===== src/rtl/otp_pkg.sv =====
// rtl/otp_pkg.sv - shared one-time-pad constants and LFSR step function
package otp_pkg;

    localparam logic [7:0] OTP_SEED = 8'h01;
    // Feedback taps s[7], s[5], s[4], s[3]
    localparam logic [7:0] OTP_TAPS = 8'hB8;
    localparam int OTP_IDX_W = 3;
    localparam logic [OTP_IDX_W-1:0] OTP_FIRST_IDX = 3'd1;

    function automatic logic [7:0] otp_lfsr_next(input logic [7:0] s);
        return {s[6:0], ^(s & OTP_TAPS)};
    endfunction

endpackage


===== src/rtl/otp_lfsr.sv =====
// rtl/otp_lfsr.sv - 8-bit Fibonacci pad generator, load has priority over step
module otp_lfsr
    import otp_pkg::*;
#(
    parameter logic [7:0] SEED = OTP_SEED
) (
    input  logic       clk,
    input  logic       rst_n,
    input  logic       load,
    input  logic       step,
    output logic [7:0] state
);

    logic [7:0] r_state;

    always_ff @(posedge clk or negedge rst_n) begin
        if (!rst_n) begin
            r_state <= SEED;
        end else if (load) begin
            r_state <= SEED;
        end else if (step) begin
            r_state <= otp_lfsr_next(r_state);
        end
    end

    assign state = r_state;

endmodule


===== src/rtl/otp_decryptor.sv =====
// rtl/otp_decryptor.sv - one-time-pad decryptor with index check and pad replay ring
module otp_decryptor
    import otp_pkg::*;
#(
    parameter logic [7:0] SEED  = OTP_SEED,
    parameter int         DEPTH = 8
) (
    input  logic                 clk,
    input  logic                 rst_n,
    input  logic                 ena,
    input  logic                 ct_valid,
    input  logic [7:0]           ct_data,
    input  logic [OTP_IDX_W-1:0] ct_index,
    input  logic                 replay,
    input  logic                 resync,
    output logic                 pt_valid,
    output logic [7:0]           pt_data,
    output logic                 pt_err,
    output logic [OTP_IDX_W-1:0] exp_index,
    output logic                 desync
);

    logic                 r_pt_valid;
    logic [7:0]           r_pt_data;
    logic                 r_pt_err;
    logic [OTP_IDX_W-1:0] r_exp_index;
    logic                 r_desync;
    logic [7:0]           r_pad [DEPTH];
    logic [DEPTH-1:0]     r_valid;

    logic       w_resync;
    logic       w_accept;
    logic       w_match;
    logic       w_step;
    logic [7:0] w_pad;

    // Resync swallows any byte arriving in the same cycle
    assign w_resync = ena & resync;
    assign w_accept = ena & ct_valid & ~resync;
    assign w_match  = (ct_index == r_exp_index);
    assign w_step   = w_accept & ~replay & w_match;

    otp_lfsr #(
        .SEED (SEED)
    ) u_lfsr (
        .clk   (clk),
        .rst_n (rst_n),
        .load  (w_resync),
        .step  (w_step),
        .state (w_pad)
    );

    always_ff @(posedge clk or negedge rst_n) begin
        if (!rst_n) begin
            r_pt_valid  <= 1'b0;
            r_pt_data   <= 8'h00;
            r_pt_err    <= 1'b0;
            r_exp_index <= OTP_FIRST_IDX;
            r_desync    <= 1'b0;
            r_valid     <= '0;
            for (int i = 0; i < DEPTH; i++) begin
                r_pad[i] <= 8'h00;
            end
        end else begin
            r_pt_valid <= w_accept;
            if (w_resync) begin
                r_exp_index <= OTP_FIRST_IDX;
                r_valid     <= '0;
                r_desync    <= 1'b0;
            end else if (w_accept) begin
                if (replay) begin
                    if (r_valid[ct_index]) begin
                        r_pt_data <= ct_data ^ r_pad[ct_index];
                        r_pt_err  <= 1'b0;
                    end else begin
                        r_pt_data <= 8'h00;
                        r_pt_err  <= 1'b1;
                    end
                end else if (w_match) begin
                    r_pt_data            <= ct_data ^ w_pad;
                    r_pt_err             <= 1'b0;
                    r_pad[r_exp_index]   <= w_pad;
                    r_valid[r_exp_index] <= 1'b1;
                    r_exp_index          <= r_exp_index + 1'b1;
                end else begin
                    r_pt_data <= 8'h00;
                    r_pt_err  <= 1'b1;
                    r_desync  <= 1'b1;
                end
            end
        end
    end

    assign pt_valid  = r_pt_valid;
    assign pt_data   = r_pt_data;
    assign pt_err    = r_pt_err;
    assign exp_index = r_exp_index;
    assign desync    = r_desync;

endmodule


===== config.mk =====
export PLATFORM = sky130hd
export DESIGN_NAME = otp_decryptor
export DESIGN_NICKNAME = d
export VERILOG_FILES = /design/src/rtl/otp_pkg.sv /design/src/rtl/otp_lfsr.sv /design/src/rtl/otp_decryptor.sv
export SDC_FILE = /design/constraint.sdc
export NUM_CORES = 1
export LEC_CHECK = 0
export ABC_AREA = 1
export BUFFER_PORTS_ARGS = -buffer_cell sky130_fd_sc_hd__buf_2
export CELL_PAD_IN_SITES_DETAIL_PLACEMENT = 1
export CELL_PAD_IN_SITES_GLOBAL_PLACEMENT = 1
export CORE_AREA = 5 5 129 131
export CTS_CLUSTER_SIZE = 28
export DETAILED_ROUTE_END_ITERATION = 8
export DIE_AREA = 0 0 134 136
export PLACE_DENSITY = 0.62
export SYNTH_ARGS = -nofsm -noshare
export SYNTH_HDL_FRONTEND = slang
export SYNTH_SLANG_ARGS = --single-unit

===== constraint.sdc =====
create_clock -name clk -period 2.8 [get_ports clk]
set_input_delay 0.7 -clock clk [delete_from_list [all_inputs] [get_ports clk]]
set_output_delay 0.7 -clock clk [all_outputs]
set_load 0.005 [all_outputs]

==> metrics.md, run 1 <==
| Metric | Value |
|---|---|
| Outcome | `finished, final reports clean` |
| Max IR drop VDD | `0.279 mV` |
| IO Pins | `31` |
| Post-CTS Resized | `0` |
| Power Density | `517 nW/µm²` |
| Worst setup startpoint | `exp_index[0]` |
| DRT iter0 DRCs | `349` |
| Syn Std Cell Area | `4910 µm²` |
| Setup Buffers After CTS | `0` |
| Largest net degree at the start of global routing | `95` |
| 1st-pass router iterations | `4` |
| Min Tclk post-route | `2.16 ns` |
| Worst R2R Setup Slack | `0.64 ns` |
| Worst-path fanout max | `14` |
| P_leak | `3.02 nW` |
| Initial Util | `0.317` |
| Max Transition Viols Final | `0` |
| Clk root buf | `clkbuf_16` |
| Arr. time, crit path | `2.39 ns` |
| Post-CTS Hold Fix Bufs | `0` |
| Global-route wire length before repair | `26500 µm` |
| All-Layer GR Usage | `0.190` |
| Top cell type's share of synthesized area | `0.469` |
| Final hold viol count | `0` |
| Reg-to-reg endpoint | `exp_index[2]` |
| # rows | `46` |
| Area growth from synthesis to layout | `13.0%` |
| CTS tree | `done` |
| Largest stage delay, worst path | `0.64 ns` |
| Critical path class | `register to register` |
| Data required time of the worst path | `3.03 ns` |
| Layout Skew | `0.00965 ns` |
| Net Count, Synth | `673` |
| Average vias per placed instance | `5.08` |
| Worst-Margin Slew | `0.787 ns` |
| Synthesis-stage register bit count | `94` |
| Final net count | `699` |
| # DRC | `0` |
| Routed WL per cell | `18.9 µm` |
| Slew headroom | `0.473` |
| Worst path cell trace | `nand2_1 > a21oi_4 > nand2_1 > inv_1 > nand2_1 > nand2_1 > o21ai_0` |
| CTS Buffer Depth | `2` |
| Crit-path leading delay family | `simple AND/OR/NAND/NOR gates` |
| Crit path capture type | `register` |
| Endpoints failing setup | `0` |
| CTS Buf Count | `9` |
| Die width | `134 µm` |
| Worst path depth | `7` |
| Maxcap violations | `0` |
| Post-DP Area | `5290 µm²` |
| Ranking of synthesized cells by area | `dfrtp_1, nand2_1, nand3_1` |
| Post-synthesis sequential area ratio | `0.479` |
| Hpwl dp | `11400 µm` |
| Critical-path top delay cell | `dfstp_2` |
| Design area | `5550 µm²` |
| Initial antenna violation count | `0` |
| Chip height | `136 µm` |
| Vias after detailed routing | `4443` |
| Grt ovf | `0` |
| Design Power | `2.87 mW` |
| Number of fill cells in the layout | `1916` |
| Synth warnings | `0` |
| Num Clock Sinks | `94` |
| Unrepaired setup endpoints after global routing | `false` |
| Routability cong. | `0.804` |
| Critical R2R Launch | `exp_index[0]` |
| Final core utilization | `0.359` |
| Final wirelength | `16600 µm` |
| Syn Inst Count | `655` |
| Distinct cells, synth | `33` |
| Skew-Pair Late Insertion Delay | `0.35 ns` |
| Die area | `18200 µm²` |
| Vias in the first global route | `4498` |
| # diodes | `0` |
| Hold Path Class | `input pin to asynchronous set/reset pin` |
| IO Port Bufs | `30` |
| Final Cycle Share | `0.773` |
| Synth area leader | `dfrtp_1` |
| Worst path most repeated cell | `nand2_1` |
| Critical path buffers and inverters | `1` |
| Mean Syn Cell Area | `7.50 µm²` |
| Setup TNS | `0 ns` |
| Critical Path Source Type | `register` |
| Max Clock Freq | `0.462 GHz` |
| Layout cells sized above 1 | `0.114` |
| Core Region | `15500 µm²` |
| Clk pin slew, worst setup/hold paths | `0.07 ns` |
| Detail Route Antenna Nets | `0` |
| H-tree levels | `3` |
| Hold WS | `0.377 ns` |
| R2r worst-path depth | `7` |
through the flow:
| step | setup WS, ns | cells |
|---|---|---|
| finish | 0.635 | 875 |
| global route | 0.494 | 875 |
| CTS | 0.651 | 875 |
| detailed placement | 0.410 | 862 |
| global placement | 0.392 | 862 |
| floorplan | 0.972 | 655 |
area by class of cell:
type	instances	area, µm²	area share
multi-input combinational	488	2220	0.399
clock buffer	12	256	0.0462
tap	192	240	0.0433
sequential	94	2350	0.424
clock inverter	1	7.51	0.00135
inverter	40	151	0.0273
timing repair buffer	48	325	0.0586
logic make-up (layout without fill, tap and decap cells):
group	Yosys count	count (layout)	synth area share
AOI/OAI and AO/OA	58	58	0.0667
xor gates and xnor gates	13	13	0.0247
adders and majority gates	1	1	0.00255
buffers and inverters	73	101	0.0695
DFF	94	94	0.479
and+or+nand+nor	416	416	0.357
routing by layer:
metal	global-route usage	routed length [µm]	vias to the layer above
met1	0.265	7590	2180
met2	0.303	7770	103
met4	0.0583	306	0
met5	0	0	-
met3	0.0326	910	22
li1	-	-	2138
cells in the final DEF, fill, tap and decap left out, types with 3 or more instances in the layout:
master     instances
o21ai_1            3
nand3_1          103
nand2_2            7
o21bai_1           4
buf_12             3
buf_4             16
nand4_1            4
buf_2             29
nand2_1          226
o21ai_0           36
nor2_1            69
o211ai_1           6
dfrtp_1           92
a21oi_1            7
inv_1             36
clkbuf_16          9
xor2_1            10
flip-flops by register name, summed over array words and instances (netlist names):
| name | count |
|---|---|
| desync | 1 |
| pt_data | 8 |
| r_valid | 8 |
| pt_err | 1 |
| exp_index | 3 |
| r_pad | 64 |
| u_lfsr.state | 8 |
| pt_valid | 1 |
synth_stat cells:
cell        n
nor2_4      1
a21oi_4     1
nand3_1   103
nand2_2     7
nand2_4     2
o211ai_1    6
o21bai_1    4
buf_6       5
nor2_1     69
inv_1      36
a21oi_1     7
buf_2      13
ha_1        1
xnor2_2     1
dfstp_2     2
dfrtp_1    92
o21ai_0    36
nor3_1      1
clkbuf_2    1
clkinv_1    1
xor2_1     10
buf_8       1
a31oi_1     1
clkinv_2    1
clkbuf_1   12
o21ai_1     3
xnor2_1     2
nand4_1     4
nand2_1   226
nand3_2     1
nand3b_1    2
buf_1       1
inv_2       2
how the worst max path moves through the flow:
stage                               to  slack [ns]
after floorplan              r_pad[39]        0.97
after global placement      pt_data[6]        0.39
after detailed placement    pt_data[6]        0.41
after CTS                 exp_index[1]        0.65
after global routing      exp_index[2]        0.49
final                     exp_index[2]        0.64
power breakdown:
| part | internal [mW] | switching, mW |
|---|---|---|
| registers | 1.39 | 0.0326 |
| clock network | 0.637 | 0.518 |
| logic | 0.0960 | 0.194 |
worst register-to-register path, cell delays in order (launching register included):
cell     delay (ns)
dfstp_2        0.64
nand2_1        0.12
a21oi_4        0.28
nand2_1        0.13
inv_1          0.14
nand2_1        0.38
nand2_1        0.25
o21ai_0        0.09
(Power assumes the default switching activity.)
==> run 2, diff against run 1 <==
Clock period 2.8 ns to 2.03 ns, I/O delays scaled along.
==> run 2 against run 1 <==
Final cell count up 3.2%. Register-to-register slack worse by 0.39 ns. Utilization up 1.5 points. Clock skew down 0.0054 ns. Maximum frequency up 21%. Clock power up 40%. Global-route usage up 0.11 points. First-iteration DRC count up 3.2%. Worst hold slack worse by 0.26 ns. Critical endpoint is now r_pad[10]. Largest power group unchanged. Highest routed layer unchanged.
==> metrics.md, run 2 (same netlist as run 1, synthesis figures left out) <==
| Metric | Value |
|---|---|
| Skew-Pair Late Insertion Delay | `0.35 ns (about the same)` |
| Initial antenna violation count | `0 (unchanged)` |
| Post-DP Area | `5520 µm² (+4.3%)` |
| Outcome | `finished, final reports clean` |
| Largest stage delay, worst path | `0.55 ns (-0.09 ns)` |
| Final wirelength | `16900 µm (+1.7%)` |
| IO Port Bufs | `30 (unchanged)` |
| Area growth from synthesis to layout | `17.9%` |
| Maxcap violations | `0 (unchanged)` |
| Clk root buf | `clkbuf_16` |
| Layout Skew | `0.00424 ns (-0.00541 ns)` |
| Setup TNS | `0 ns (unchanged)` |
| Min Tclk post-route | `1.79 ns (-0.375 ns)` |
| Max reg flops | `64 (unchanged)` |
| Critical-path top delay cell | `dfstp_2` |
| Post-CTS Resized | `0 (unchanged)` |
| Routability cong. | `0.860 (+7.0%)` |
| Slew headroom | `0.605 (+0.132)` |
| Most frequent cells in the layout | `nand2_1, nand3_1, dfrtp_1, nor2_1, buf_4` |
| Commonest non-fill, non-tap cell in the layout | `nand2_1` |
| Average vias per placed instance | `5.00 (-1.4%)` |
| Worst-path fanout max | `38 (+24)` |
| Endpoints failing setup | `0 (unchanged)` |
| Layout cells sized above 1 | `0.149 (+0.0349)` |
| Worst path most repeated cell | `nand2_1` |
| Chip height | `136 µm (unchanged)` |
| Final core utilization | `0.374 (+0.0154)` |
| Largest net degree at the start of global routing | `39 (-59%)` |
| H-tree levels | `3 (unchanged)` |
| Critical path class | `register to register` |
| Max Clock Freq | `0.559 GHz (+21%)` |
| Hpwl dp | `12400 µm (+8.9%)` |
| Post-CTS Hold Fix Bufs | `0 (unchanged)` |
| Initial Util | `0.317 (unchanged)` |
| 1st-pass router iterations | `5 (+1)` |
| Vias after detailed routing | `4519 (+1.7%)` |
| Global-route wire length before repair | `26600 µm (+0.34%)` |
| Detail Route Antenna Nets | `0 (unchanged)` |
| Worst setup startpoint | `exp_index[0]` |
| Unrepaired setup endpoints after global routing | `false` |
| Num Clock Sinks | `94 (unchanged)` |
| Core Region | `15500 µm² (unchanged)` |
| Routed WL per cell | `18.7 µm (-1.5%)` |
| Final Cycle Share | `0.881 (+0.108)` |
| Crit path capture type | `register` |
| Die width | `134 µm (unchanged)` |
| Grt ovf | `0 (unchanged)` |
| Max IR drop VDD | `0.370 mV (+33%)` |
| Setup Buffers After CTS | `0 (unchanged)` |
| Power Density | `693 nW/µm² (+34%)` |
| Max Transition Viols Final | `0 (unchanged)` |
| All-Layer GR Usage | `0.191 (+0.00113)` |
| Clk pin slew, worst setup/hold paths | `0.06 ns (about the same)` |
| Final net count | `726 (+3.9%)` |
| Critical Path Source Type | `register` |
| Worst path cell trace | `nand2_1 > a21oi_4 > nand3_2 > nor2_4 > buf_12 > nand2_2 > nand2_1 > nand2_1` |
| P_leak | `3.18 nW (+5.3%)` |
| Data required time of the worst path | `2.27 ns (-0.76 ns)` |
| IO Pins | `31 (unchanged)` |
| # rows | `46 (unchanged)` |
| CTS Buffer Depth | `2 (unchanged)` |
| CTS tree | `done` |
| # DRC | `0 (unchanged)` |
| # diodes | `0 (unchanged)` |
| Most flop-heavy register | `r_pad` |
| Worst-Margin Slew | `0.592 ns (-0.195 ns)` |
| Hold Path Class | `input pin to asynchronous set/reset pin` |
| Vias in the first global route | `4597 (+2.2%)` |
| Critical R2R Launch | `exp_index[0]` |
| Die area | `18200 µm² (unchanged)` |
| Design area | `5790 µm² (+4.3%)` |
| DRT iter0 DRCs | `360 (+3.2%)` |
| Arr. time, crit path | `2.03 ns (-0.36 ns)` |
| CTS Buf Count | `9 (unchanged)` |
| Final hold viol count | `0 (unchanged)` |
run 2: report_power, final:
group,total [mW],internal (mW),switching (mW),leakage (nW)
registers,1.96,1.92,0.0423,1.30
logic,0.429,0.155,0.275,1.74
clock network,1.62,0.917,0.706,0.138
run 2: final cells by class:
| class | count | area (µm²) |
|---|---|---|
| clock buffers | 13 | 270 |
| clock inverters | 1 | 5.00 |
| fillers | 1911 | 9690 |
| inverters | 40 | 151 |
| multi-input cells | 488 | 2220 |
| flip-flops and latches | 94 | 2350 |
| well taps | 192 | 240 |
| repair buffers | 75 | 553 |
run 2: path summary, 6_finish.rpt:
path | end | slack [ns] | cells after the start
max | r_pad[10] | 0.24 | 8
min | r_valid[5] | 0.12 | 1
max reg2reg | r_pad[10] | 0.24 | 8
min reg2reg | r_pad[51] | 0.47 | 2
max in group asynchronous | r_pad[55] | 1.35 | 2
min in group clk | pt_data[4] | 0.46 | 4
run 2: worst max-delay path, delay by kind of cell (launching register included):
family | cells | cell delay [ns]
and+or+nand+nor | 6 | 0.70
AOI/OAI and AO/OA | 1 | 0.19
DFF | 1 | 0.55
buffers and inverters | 1 | 0.24
run 2: metal layers:
| layer | vias to the layer above | routed length, µm | track usage |
|---|---|---|---|
| met1 | 2214 | 8460 | 0.272 |
| met3 | 16 | 665 | 0.0311 |
| li1 | 2197 | - | - |
| met4 | 0 | 238 | 0.0531 |
| met2 | 92 | 7490 | 0.302 |
| met5 | - | 0 | 0 |
run 2: through the flow:
step / hold WS (ns) / worst slack (ns) / total power, mW / std cells
2_1_floorplan: 0.212 / 0.318 / 2.20 / 655
3_3_place_gp: 0.450 / 0.0978 / 2.42 / 889
3_5_place_dp: 0.454 / 0.0824 / 2.43 / 889
4_1_cts: 0.118 / 0.252 / 4.07 / 903
5_1_grt: 0.132 / 0.134 / 4.19 / 903
6_report: 0.116 / 0.241 / 4.01 / 903
